`src/rtl/scan_decoder.sv`:
```
// PS/2 scan-code decoder: E0/F0 prefix FSM with idle timeout,
// first-word-fall-through event FIFO, held-key display and error pulse.
module scan_decoder #(
  parameter int FIFO_DEPTH = 4,
  parameter int TIMEOUT    = 100000
) (
  input  logic        clk,
  input  logic        rst_n,
  input  logic [7:0]  rx_data,
  input  logic        rx_valid,
  output logic [7:0]  ev_code,
  output logic        ev_ext,
  output logic        ev_brk,
  output logic        ev_valid,
  input  logic        ev_ready,
  output logic [15:0] disp_code,
  output logic        overflow,
  output logic        err
);

  localparam int AW = $clog2(FIFO_DEPTH);
  localparam int CW = $clog2(TIMEOUT + 1);

  typedef enum logic [1:0] {
    IDLE,
    GOT_E0,
    GOT_F0,
    GOT_E0F0
  } state_t;

  typedef struct packed {
    logic       ext;
    logic       brk;
    logic [7:0] code;
  } ev_t;

  state_t        state_q, state_d;
  logic [CW-1:0] wait_q, wait_d;
  ev_t           mem_q [FIFO_DEPTH];
  ev_t           mem_d [FIFO_DEPTH];
  logic [AW-1:0] wr_q, wr_d;
  logic [AW-1:0] rd_q, rd_d;
  logic [AW:0]   cnt_q, cnt_d;
  logic [15:0]   disp_q, disp_d;
  logic          ovf_q, ovf_d;
  logic          err_q, err_d;

  logic          is_e0, is_f0, is_bad;
  logic          emit;
  ev_t           ev_new;
  logic          full, pop, push, drop;
  logic [15:0]   key;

  assign is_e0  = (rx_data == 8'hE0);
  assign is_f0  = (rx_data == 8'hF0);
  assign is_bad = (rx_data == 8'h00) || (rx_data == 8'hFF);

  always_comb begin
    state_d     = state_q;
    wait_d      = wait_q;
    err_d       = 1'b0;
    emit        = 1'b0;
    ev_new.ext  = 1'b0;
    ev_new.brk  = 1'b0;
    ev_new.code = rx_data;
    if (rx_valid) begin
      wait_d = '0;
      if (is_bad) begin
        state_d = IDLE;
        err_d   = 1'b1;
      end else begin
        unique case (state_q)
          IDLE: begin
            unique case (1'b1)
              is_e0:   state_d = GOT_E0;
              is_f0:   state_d = GOT_F0;
              default: emit = 1'b1;
            endcase
          end
          GOT_E0: begin
            unique case (1'b1)
              is_e0:   state_d = GOT_E0;
              is_f0:   state_d = GOT_E0F0;
              default: begin
                emit       = 1'b1;
                ev_new.ext = 1'b1;
                state_d    = IDLE;
              end
            endcase
          end
          GOT_F0: begin
            unique case (1'b1)
              is_f0:   state_d = GOT_F0;
              is_e0:   state_d = GOT_E0F0;
              default: begin
                emit       = 1'b1;
                ev_new.brk = 1'b1;
                state_d    = IDLE;
              end
            endcase
          end
          default: begin
            if (is_e0 || is_f0) begin
              state_d = GOT_E0F0;
            end else begin
              emit       = 1'b1;
              ev_new.ext = 1'b1;
              ev_new.brk = 1'b1;
              state_d    = IDLE;
            end
          end
        endcase
      end
    end else if (state_q != IDLE) begin
      // abandon a prefix whose follow-up byte never arrived
      if (wait_q == CW'(TIMEOUT - 1)) begin
        state_d = IDLE;
        wait_d  = '0;
      end else begin
        wait_d = wait_q + CW'(1);
      end
    end else begin
      wait_d = '0;
    end
  end

  assign ev_valid = (cnt_q != '0);
  assign full     = (cnt_q == (AW+1)'(FIFO_DEPTH));
  assign pop      = ev_valid && ev_ready;
  assign push     = emit && (!full || pop);
  assign drop     = emit && full && !pop;
  assign key      = {ev_new.ext ? 8'hE0 : 8'h00, rx_data};

  always_comb begin
    mem_d = mem_q;
    if (push) begin
      mem_d[wr_q] = ev_new;
    end
    wr_d  = wr_q + AW'(push);
    rd_d  = rd_q + AW'(pop);
    cnt_d = cnt_q + (AW+1)'(push) - (AW+1)'(pop);
    ovf_d = ovf_q | drop;
    disp_d = disp_q;
    if (emit) begin
      if (!ev_new.brk) begin
        disp_d = key;
      end else if (key == disp_q) begin
        disp_d = 16'h0000;
      end
    end
  end

  always_ff @(posedge clk or negedge rst_n) begin
    if (!rst_n) begin
      state_q <= IDLE;
      wait_q  <= '0;
      wr_q    <= '0;
      rd_q    <= '0;
      cnt_q   <= '0;
      disp_q  <= '0;
      ovf_q   <= 1'b0;
      err_q   <= 1'b0;
      for (int i = 0; i < FIFO_DEPTH; i++) begin
        mem_q[i] <= '0;
      end
    end else begin
      state_q <= state_d;
      wait_q  <= wait_d;
      wr_q    <= wr_d;
      rd_q    <= rd_d;
      cnt_q   <= cnt_d;
      disp_q  <= disp_d;
      ovf_q   <= ovf_d;
      err_q   <= err_d;
      mem_q   <= mem_d;
    end
  end

  assign ev_code   = mem_q[rd_q].code;
  assign ev_ext    = mem_q[rd_q].ext;
  assign ev_brk    = mem_q[rd_q].brk;
  assign disp_code = disp_q;
  assign overflow  = ovf_q;
  assign err       = err_q;

endmodule

```
`config.mk`:
```
export PLATFORM = sky130hd
export DESIGN_NAME = scan_decoder
export DESIGN_NICKNAME = d
export VERILOG_FILES = /design/src/rtl/scan_decoder.sv
export SDC_FILE = /design/constraint.sdc
export NUM_CORES = 1
export LEC_CHECK = 0
export BUFFER_PORTS_ARGS = -buffer_cell sky130_fd_sc_hd__buf_4
export CORE_MARGIN = 8
export CORE_UTILIZATION = 45
export CTS_CLUSTER_DIAMETER = 200
export DETAILED_ROUTE_END_ITERATION = 12
export GPL_TIMING_DRIVEN = 0
export PLACE_DENSITY = 0.71
export SYNTH_ARGS = -nofsm -noshare
export SYNTH_HDL_FRONTEND = slang
export SYNTH_SLANG_ARGS = --single-unit
export TNS_END_PERCENT = 5
```
`constraint.sdc`:
```
create_clock -name clk -period 6.2 [get_ports clk]
set_input_delay 1.24 -clock clk [delete_from_list [all_inputs] [get_ports clk]]
set_output_delay 1.24 -clock clk [all_outputs]
set_load 0.02 [all_outputs]
```
==> metrics.md <==
| Metric | Value |
|---|---|
| Number of standard cells after synthesis | 316 |
| Commonest register cell after synthesis | sky130_fd_sc_hd__dfrtp_1 |
| Total power | approximately 0.0018 W |
| Maximum number of pins on one net before global-route repair | 78 |
| Clock latency of the later-clocked register in the worst-skew pair | between 300 and 400 ps |
| Clock Root Buffer | sky130_fd_sc_hd__clkbuf_8 |
| Initial DRC count | 61 |
| Post-synth EDFFs | 0 |
| Site row count | 34 |
| RSZ-0062 raised after global routing | false |
| Fin Clk Skew | ~12 ps |
| Pin slew with the least headroom to its limit | between 900 and 1000 ps |
| Gr ovfl total | 0 |
| Final Slew Violations | 0 |
| Clock-pin slew on the worst setup and hold paths | around 90 ps |
| Required time reported for the critical path endpoint | ~6500 ps |
| Finished Cell Area | between 4000 and 5000 um2 |
| CTS tree | done |
| Synth cell types | 42 |
| Total DRC errors in the routed layout | 0 |
| GR Util All Layers | about an eighth |
| Number of hold buffers added after CTS | 0 |
| FFs w/ async S/R, synth | 100% |
| Period utilization | approximately 55% |
| Type of the worst setup path | input pin to register |
| Max-cap violation count | 0 |
| Via count normalized by instance count | roughly 5.5 |
| First-pass iteration count of the detailed router | 4 |
| Largest fanout on the critical path | 10 |
| Max Clock Freq | around 0.29 GHz |
| Final estimated routing congestion in global placement | 0.814 |
| Setup TNS Final | 0 ps |
| Signal arrival time at the worst endpoint | around 3700 ps |
| Net count of the finished layout | roughly 380 |
| Count of yosys warnings during synthesis | 0 |
| Worst min-delay path category | register to register |
| Outcome | completed |
| Number of antenna violations at the first check in global routing | 0 |
| Sink count of the clock tree | a little under 80 |
| Share of post-route cells with drive strength above 1 | 34.2% |
| Placeable core region | approximately 8700 um2 |
| Post-CTS setup buffer count | 0 |
| Hold violation total from the final report | 0 |
| Estimated wirelength of the detail-placed design | roughly 5.5 mm |
| Worst setup EP type | register |
| DRT antenna net count | 0 |
| Leak | approximately 2.0 nW |
| Total cell area at the placement stage | around 4400 um2 |
| Syn Std Cell Area | between 4000 and 5000 um2 |
| Routed WL | between 7 and 8 mm |
| Sequential cell area fraction in the yosys report | about 48% |
| Power density over the cells | ~400 nW/um2 |
| Peak ir drop on the vdd network | roughly 0.23 mV |
| Vias after detailed routing | 2596 |
| Post-CTS resize count | 0 |
| TritonCTS Buffers | 9 |
| Initial Util | between 40% and 50% |
| Synth Area per Inst | between 10 and 15 um2 |
| Most common library cell in the layout ignoring fill and taps | sky130_fd_sc_hd__dfrtp_1 |
| Tightest slew margin relative to the limit | between 30% and 40% |
| Number of levels the H-tree was split into | 3 |
| Overall die area | 12200 um2 |
| Highest-count cells in the layout ignoring fill and taps | 77 x sky130_fd_sc_hd__dfrtp_1, 38 x sky130_fd_sc_hd__buf_4, 20 x sky130_fd_sc_hd__mux2_2, 20 x sky130_fd_sc_hd__mux2_4, 18 x sky130_fd_sc_hd__nor2_1 |
| Overall die width | roughly 110 um |
| # setup viols final | 0 |
| Ant diodes | 0 |
| Final critical delay including setup and external delays | ~3400 ps |
| Startpoint type of the worst setup path | input pin |
| Wire length of the first global-routing pass | about 13 mm |
| Die Span Y | roughly 110 um |
| Area delta synth->final | 14.1% |
| Count of buffers from port buffering | 27 |
| Number of global-route vias before repair | between 2000 and 3000 |
| Number of flip-flops and latches in the synthesized netlist | 77 |
| Number of buffers on the longest clock path | 2 |
| Ports | between 40 and 50 |
| Detail-routed net length per standard cell | between 15 and 20 um |
layer usage:
layer,vias up,part of all wire [%],track usage [%]
met5,-,0,0
met4,0,1.3,4.05
met3,8,4.0,3.35
met2,46,47,20.1
met1,1316,48,17.4
li1,1226,-,-
flip-flops by register name, summed over array words and instances (netlist names):
signal / count
mem_q: 40
wait_q: 17
disp_code: 9
cnt_q: 3
rd_q: 2
state_q: 2
wr_q: 2
err: 1
overflow: 1
logic make-up (layout without fill, tap and decap cells):
kind of cell / Yosys count / after routing / synth area share, %
and+or+nand+nor: 67 / 67 / 10.0
adders and majority gates: 6 / 6 / 2.06
DFF: 77 / 77 / 48.0
xor gates and xnor gates: 26 / 26 / 5.67
muxes: 50 / 50 / 18.7
AOI/OAI and AO/OA: 46 / 46 / 9.88
buffers and inverters: 43 / 86 / 5.64
other: 1 / 5 / 0.0934
final cells by class:
cell class | count | area [um2]
Multi-Input combinational cell | 200 | 1880
Buffer | 25 | 159
Clock buffer | 9 | 124
Sequential cell | 77 | 1930
Tap cell | 108 | 135
Timing Repair Buffer | 27 | 203
Fill cell | 756 | 4100
Clock inverter | 7 | 88.8
Inverter | 18 | 67.6
metrics by stage:
step,cells,hold slack [ps],util (%),setup WS [ps]
detailed placement,455,448,50.3,2410
global placement,455,445,50.3,2470
CTS,471,473,52.8,2790
global route,471,499,52.8,2640
floorplan,320,453,-,2640
finish,471,470,52.8,2780
worst max-delay path, stage by stage:
cell                      delay (ps)
sky130_fd_sc_hd__buf_2           170
sky130_fd_sc_hd__and3_1          230
sky130_fd_sc_hd__a31oi_4         380
sky130_fd_sc_hd__buf_2           280
sky130_fd_sc_hd__o21ai_0         150
sky130_fd_sc_hd__ha_1            290
sky130_fd_sc_hd__inv_1            60
sky130_fd_sc_hd__ha_1            120
sky130_fd_sc_hd__inv_1            40
sky130_fd_sc_hd__fa_1            380
sky130_fd_sc_hd__xnor2_1         190
sky130_fd_sc_hd__xnor2_1         140
worst paths after layout:
| kind | start | to | slack (ps) | cells past startpoint |
|---|---|---|---|---|
| worst max-delay path | rx_data[2] | cnt_q[2] | 2780 | 12 |
| worst min-delay path | overflow | overflow | 470 | 1 |
| worst max register to register | cnt_q[1] | cnt_q[2] | 3690 | 10 |
| worst min register to register | overflow | overflow | 470 | 1 |
| max in group asynchronous | rst_n | disp_code[5] | 4540 | 1 |
| min in group asynchronous | rst_n | wait_q[2] | 1020 | 1 |
cells in the mapped netlist (2+ instances only):
cell type | number | share of area (%)
sky130_fd_sc_hd__a21oi_1 | 3 | 0.37
sky130_fd_sc_hd__and2_1 | 3 | 0.47
sky130_fd_sc_hd__and3_1 | 2 | 0.31
sky130_fd_sc_hd__and4_1 | 3 | 0.65
sky130_fd_sc_hd__buf_2 | 7 | 0.87
sky130_fd_sc_hd__buf_4 | 11 | 2.1
sky130_fd_sc_hd__buf_6 | 2 | 0.56
sky130_fd_sc_hd__clkbuf_1 | 5 | 0.47
sky130_fd_sc_hd__dfrtp_1 | 77 | 48
sky130_fd_sc_hd__ha_1 | 5 | 1.6
sky130_fd_sc_hd__inv_1 | 17 | 1.6
sky130_fd_sc_hd__mux2_2 | 20 | 5.6
sky130_fd_sc_hd__mux2_4 | 20 | 7.5
sky130_fd_sc_hd__mux4_2 | 10 | 5.6
sky130_fd_sc_hd__nand2_1 | 9 | 0.84
sky130_fd_sc_hd__nand3_1 | 7 | 0.87
sky130_fd_sc_hd__nand4_1 | 7 | 1.1
sky130_fd_sc_hd__nor2_1 | 18 | 1.7
sky130_fd_sc_hd__nor3_1 | 3 | 0.37
sky130_fd_sc_hd__nor4_1 | 2 | 0.31
sky130_fd_sc_hd__nor4_4 | 2 | 1.1
sky130_fd_sc_hd__nor4b_1 | 2 | 0.44
sky130_fd_sc_hd__o2111ai_1 | 9 | 2.0
sky130_fd_sc_hd__o211ai_1 | 9 | 1.7
sky130_fd_sc_hd__o21ai_0 | 8 | 1.0
sky130_fd_sc_hd__o21ai_4 | 4 | 1.6
sky130_fd_sc_hd__o311ai_0 | 9 | 2.0
sky130_fd_sc_hd__or3_1 | 4 | 0.62
sky130_fd_sc_hd__xnor2_1 | 16 | 3.5
sky130_fd_sc_hd__xor2_1 | 10 | 2.2
where the power goes:
group | switching, W | internal, W
combinational | 0.000310 | 0.000378
sequential | 0.0000875 | 0.000644
clock | 0.000211 | 0.000197
total | 0.000608 | 0.00122
No activity file was read; power rests on OpenSTA's default activity.
